## config.mk

```make
export PLATFORM = sky130hd
export DESIGN_NAME = fetch_stage
export DESIGN_NICKNAME = d
export VERILOG_FILES = /design/src/rtl/fetch_stage.sv
export SDC_FILE = /design/constraint.sdc
export NUM_CORES = 1
export LEC_CHECK = 0
export CAP_MARGIN = 5
export CORE_MARGIN = 2
export CORE_UTILIZATION = 46
export DETAILED_ROUTE_END_ITERATION = 8
export PLACE_DENSITY = 0.89
export SKIP_LAST_GASP = 1
export SLEW_MARGIN = 20
export SYNTH_ARGS = -nofsm -noshare
export SYNTH_HDL_FRONTEND = slang
export SYNTH_SLANG_ARGS = --single-unit
```

## constraint.sdc

```tcl
create_clock -name clk -period 2.4 [get_ports clk]
set_input_delay 0.6 -clock clk [delete_from_list [all_inputs] [get_ports clk]]
set_output_delay 0.6 -clock clk [all_outputs]
set_load 0.1 [all_outputs]
```

## src/rtl/fetch_stage.sv

```systemverilog
// ---------------------------------------------------------------------------
// fetch_stage
//   Instruction-fetch stage of the 5-stage ARM pipeline. Owns the program
//   counter, presents it as the byte address to a combinational-read
//   instruction memory, and registers the returned word together with PC+4
//   into the IF/ID pipeline register. Handles hazard freeze and taken-branch
//   redirect with IF/ID flush.
//
// Ports
//   clk           in   rising-edge clock
//   rst           in   asynchronous reset, active-low
//   freeze        in   hazard stall: hold PC and IF/ID register
//   branch_taken  in   redirect PC to branch_addr and flush IF/ID
//   branch_addr   in   branch target byte address (low two bits ignored)
//   imem_addr     out  byte address to instruction memory (equals pc)
//   imem_data     in   instruction word for imem_addr
//   pc            out  current PC register
//   if_pc_out     out  IF/ID: PC+4 of the latched instruction
//   if_instr_out  out  IF/ID: latched instruction word
//   if_valid_out  out  IF/ID: 1 = real instruction, 0 = bubble
//   fetch_count   out  number of valid instructions latched since reset
// ---------------------------------------------------------------------------
module fetch_stage #(
  parameter int                   INST_LEN = 32,
  parameter logic [INST_LEN-1:0]  RESET_PC = 32'h0000_0000,
  parameter logic [INST_LEN-1:0]  NOP      = 32'hE000_0000
) (
  input  logic                clk,
  input  logic                rst,
  input  logic                freeze,
  input  logic                branch_taken,
  input  logic [INST_LEN-1:0] branch_addr,
  output logic [INST_LEN-1:0] imem_addr,
  input  logic [INST_LEN-1:0] imem_data,
  output logic [INST_LEN-1:0] pc,
  output logic [INST_LEN-1:0] if_pc_out,
  output logic [INST_LEN-1:0] if_instr_out,
  output logic                if_valid_out,
  output logic [31:0]         fetch_count
);

  logic [INST_LEN-1:0] pc_next;
  logic [INST_LEN-1:0] pc_d;
  logic [INST_LEN-1:0] if_pc_d;
  logic [INST_LEN-1:0] if_instr_d;
  logic                if_valid_d;
  logic [31:0]         fetch_count_d;

  // The memory address is the PC register itself; freeze and branch only
  // affect what gets loaded at the next edge, never the current address.
  assign imem_addr = pc;

  // Sequential successor address; wraps silently at the top of the space.
  assign pc_next = pc + {{(INST_LEN-3){1'b0}}, 3'd4};

  // Next-state selection: branch_taken overrides freeze, freeze overrides advance.
  always_comb begin
    pc_d          = pc;
    if_pc_d       = if_pc_out;
    if_instr_d    = if_instr_out;
    if_valid_d    = if_valid_out;
    fetch_count_d = fetch_count;
    if (branch_taken) begin
      // Target is forced word-aligned; the IF/ID slot becomes a bubble and
      // imem_data is not consulted, so garbage on it cannot leak through.
      pc_d          = {branch_addr[INST_LEN-1:2], 2'b00};
      if_pc_d       = {INST_LEN{1'b0}};
      if_instr_d    = NOP;
      if_valid_d    = 1'b0;
      fetch_count_d = fetch_count;
    end else if (freeze) begin
      pc_d          = pc;
      if_pc_d       = if_pc_out;
      if_instr_d    = if_instr_out;
      if_valid_d    = if_valid_out;
      fetch_count_d = fetch_count;
    end else begin
      pc_d          = pc_next;
      if_pc_d       = pc_next;
      if_instr_d    = imem_data;
      if_valid_d    = 1'b1;
      fetch_count_d = fetch_count + 32'd1;
    end
  end

  // PC and IF/ID pipeline register with asynchronous active-low reset.
  always_ff @(posedge clk or negedge rst) begin
    if (!rst) begin
      pc           <= RESET_PC;
      if_pc_out    <= {INST_LEN{1'b0}};
      if_instr_out <= NOP;
      if_valid_out <= 1'b0;
      fetch_count  <= 32'd0;
    end else begin
      pc           <= pc_d;
      if_pc_out    <= if_pc_d;
      if_instr_out <= if_instr_d;
      if_valid_out <= if_valid_d;
      fetch_count  <= fetch_count_d;
    end
  end

endmodule

```

Word level (Yosys, flattened, before mapping)
Cells that the tools add are included.
{ "classes": {"n_addsub": 2, "n_eq_ne": 1, "muxes": 7, "bitwise": 2, "n_reduce_logical": 1} }
{ "ops": {"columns": ["operator", "n"], "rows": [
  ["$mux W32", 5],
  ["$add A32 B1 Y32 const B", 1],
  ["$add A32 B3 Y32 const B", 1],
  ["$mux W1", 2],
  ["$ne A2 B1 Y1 const B", 1],
  ["$not A1 Y1", 2],
  ["$reduce_and A2 Y1", 1]
]} }
{ "totals": {"ff_bits": 129, "in_bits": 68, "out_inout_bits": 161, "elab_cells": 18} }

Longest topological paths before layout
{ "logic_depth": {"ltp_word": 3, "ltp_mapped": 7, "mapped_depth_nobuf": 5} }

Worst setup path before layout
No wires, ideal clock.
{ "synth_timing": {"path_type": "register to register", "start": "register pc[2], in the netlist imem_addr[2]", "end": "register if_pc_out[28]", "setup_ns": 0.125, "arrival_time_ns": 2.687, "setup_slack_ns": -0.412, "stages_incl_launch_ff": 6, "path_buffers": 0, "cell_sequence": "dfrtp_1 -> ha_1 -> nand4_1 -> nor3_1 -> a211oi_1 -> a2111oi_0"} }
{ "synth_between": {"elab_chain_len": 3} }
{ "synth_lines": {"columns": ["element", "line", "source"], "rows": [
  ["from (decl)", "35", "output logic [INST_LEN-1:0] pc,"],
  ["from (signal assigned)", "95", "pc <= pc_d;"],
  ["$add A32 B3 Y32", "54", "assign pc_next = pc + {{(INST_LEN-3){1'b0}}, 3'd4};"],
  ["$mux W32", "71", "end else if (freeze) begin"],
  ["$mux W32", "63", "if (branch_taken) begin"],
  ["to (signal assigned)", "90", "if_pc_out <= {INST_LEN{1'b0}};"],
  ["to (signal assigned)", "96", "if_pc_out <= if_pc_d;"],
  ["to (decl)", "36", "output logic [INST_LEN-1:0] if_pc_out,"]
]} }
No other way between the ends. The select of a mux whose other input is x is not followed.
A chain may end at the register's enable or synchronous reset.

Worst setup path in the final report
{ "layout_timing": {"start": "register pc[2], in the netlist imem_addr[2]", "end": "register pc[20], in the netlist imem_addr[20]"} }
{ "layout_between": {"elab_chain_len": 3} }
{ "layout_lines": {"columns": ["element", "line"], "rows": [
  ["$add A32 B3 Y32", "54"],
  ["$mux W32", "71"],
  ["$mux W32", "63"]
]} }
No other way between the ends. The select of a mux whose other input is x is not followed.

==> metrics <==
Worst-Margin Slew between 600 and 700 ps; Die H around 120 um; CTS Buf Count 17; first-pass GRT wire length about 28000 um; CTS Sinks 126; Post-CTS Setup Repair Bufs 0; Core Util, Final between 60% and 70%; CP Buf/Inv Count 1; final setup fails 0; Post-Synth Simple-Gate Area 20.97%; vias in the first global route between 5000 and 6000; FF-to-FF End imem_addr[20]$_DFFE_PN0N_; DR vias between 5000 and 6000; Post-Synth Adder-Cell Area 0.3788%; status finished, final reports clean; crit path cell chain ha_1 -> and4_1 -> nand3_1 -> buf_4 -> or4_1 -> a31oi_1; area grow syn2layout 36.91%; DP HPWL 13070 um; #FFs+latches synth 126; Fin. Hold Viols 0; CP Class flip-flop to flip-flop; largest family of logic cells by synthesized area simple AND/OR/NAND/NOR gates; layout cells sized above 1 29.90%; top cells by area, synth dfrtp_1, xnor2_1, mux2i_1; worst hold margin between 100 and 150 ps; dominant cell type by area after synthesis dfrtp_1; final WL 18030 um; I/O Pins about 230; Slew Viols, Final 0; fmax between 0.4 and 0.5 GHz; initial antenna violation count 1; RSZ-0062 raised after global routing false; sequential area share after synthesis a little under half; reg2reg path depth 6; DP Worst Slack ~230 ps; Wirelength per Cell approximately 17 um; fin crit period roughly 2200 ps; Gate Count Post-Synth 678; worst vdd ir 0.0007500 V; Layout Skew slightly above 6 ps; starting density of the core 47.41%; layout net count 930; row count 43; slowest CP cell dfrtp_2; yosys warns 0; fin crit share approximately 93%; CP delay by family, top simple AND/OR/NAND/NOR gates; CTS root buf clkbuf_16; core footprint approximately 0.014 sq mm; fill count 1100; Worst EP required 2730 ps; DRC 0; most frequent cell after synthesis dfrtp_1; synthesized area per cell 9.744 sq um; total gr overflow 0; Primary FF master, synth dfrtp_1; Setup crit end kind flip-flop; post-synthesis mux area share between 5 and 6%; Max-cap violations 0; CP Max Fanout 6; CP Launch Type flip-flop; worst hold path type input pin to asynchronous set/reset pin; Chip Width approximately 120 um; PortBufs ~220; count of flip-flops with a built-in enable after synthesis 0; Worst slew margin around three fifths; DR vias/cell roughly 5.5; worst reg2reg path startpoint imem_addr[2]$_DFFE_PN0N_; 1st-pass router iterations 4; commonest cells in the netlist dfrtp_1, nor2_1, nand2_1, buf_4, xnor2_1; clk slew on worst S/H paths 60 ps; CP Data Arrival Time ~2600 ps; worst reg2reg setup slack 180 ps; CTS Buffer Depth 2; leakage slightly above 4 nW; Finished Layout Cells between 1000 and 1500; Cell Area, Synth 0.006606 sq mm; setup TNS 0 ps; Initial DRC Count between 300 and 400; post_cts resized 0; post-synthesis xor/xnor area fraction 7.424%; CTS tree built; post-synthesis async set-or-reset flop share 100.0%; largest net degree at the start of global routing 95; Final Wtd Congestion about 0.87; post-route ant nets 0; GRT Util Overall approximately 24%; largest stage delay on the critical path about 460 ps; PwrDens ~860 mW/mm^2; Hold Buf Count CTS 0; Placed Cells 1021; Yosys cell types 54; Synth Area in Compound Gates roughly 10%; Worst-Skew Late Latency approximately 420 ps; H-Tree Depth 4; Final WS setup roughly 180 ps; Synth top area share between 40% and 50%; die area ~0.015 sq mm
==> logic make-up after synthesis <==
family                     count (synthesis)
AOI/OAI and AO/OA                         98
xor gates and xnor gates                  56
adders and majority gates                  2
buffers and inverters                    101
DFF                                      126
muxes                                     33
other                                      1
and+or+nand+nor                          261
==> worst max-delay path by stage <==
stage / from / endpoint / slack, ps / depth (start not counted)
finish: imem_addr[2]$_DFFE_PN0N_ / imem_addr[20]$_DFFE_PN0N_ / 180 / 6
floorplan: imem_addr[18]$_DFFE_PN0N_ / if_pc_out[29]$_DFFE_PN0N_ / 8 / 6
global placement: imem_addr[5]$_DFFE_PN0N_ / if_pc_out[21]$_DFFE_PN0N_ / 270 / 4
detailed placement: imem_addr[2]$_DFFE_PN0N_ / imem_addr[20]$_DFFE_PN0N_ / 230 / 6
global route: imem_addr[2]$_DFFE_PN0N_ / imem_addr[20]$_DFFE_PN0N_ / 20 / 6
CTS: imem_addr[2]$_DFFE_PN0N_ / imem_addr[20]$_DFFE_PN0N_ / 170 / 6
==> worst reg2reg max path, cell delays in order (launching register included) <==
cell     delay, ps
dfrtp_2        460
ha_1           270
and4_1         340
nand3_1        240
buf_4          230
or4_1          390
a31oi_1        210
==> placed cells by master (no fill, tap or decap), types with 4 or more instances in the layout <==
master,n
or3_1,5
o21ai_0,23
xnor2_1,38
a31oi_1,14
dfrtp_1,94
nand3_1,25
inv_1,13
clkinvlp_4,4
nand2_1,45
nor3_1,15
and3_1,9
a211oi_1,12
xor2_1,18
a21oi_1,10
dfrtp_2,23
nor2_1,78
nor4_1,18
dfrtp_4,6
nand4b_1,5
nand4_1,21
a311oi_1,9
mux2i_1,32
clkdlybuf4s50_1,62
clkbuf_16,17
o31ai_1,11
or4_1,14
buf_4,183
conb_1,4
and4_1,10
==> cell type report <==
type                            instances  area (sq um)  share of cell area (%)
Tap cell                              180         225.2                   2.490
Clock inverter                         12         135.1                   1.494
Multi-Input combinational cell        454          2919                   32.27
Inverter                               13         48.80                  0.5395
Sequential cell                       126          3208                   35.47
Clock buffer                           20         466.7                   5.160
Timing Repair Buffer                  248          2039                   22.55
Antenna cell                            1         2.502                 0.02767
==> layer usage <==
metal  wire [um]  up-vias  GRT usage [%]
li1            -     2756              -
met1        7366     2791          30.26
met2        8724      243          39.08
met3        1402       43          6.364
met4         537        0          11.51
met5           0        -              0
==> through the flow <==
step                area, sq um  power, mW
detailed placement         8441      5.233
floorplan                  6674      4.626
CTS                        9042      7.837
global placement           8441      5.195
global route               9042      8.061
finish                     9045      7.794
==> state kept, by name (all words and copies together) (netlist names) <==
name	cells
imem_addr	30
if_instr_out	32
if_valid_out	1
if_pc_out	31
fetch_count	32
==> power by group <==
part,switching (mW),internal (mW),total [mW]
registers,0.247,2.31,2.56
logic,2.05,0.585,2.64
clock network,0.983,1.61,2.60
Note: power is estimated with default switching activity, not from simulation.
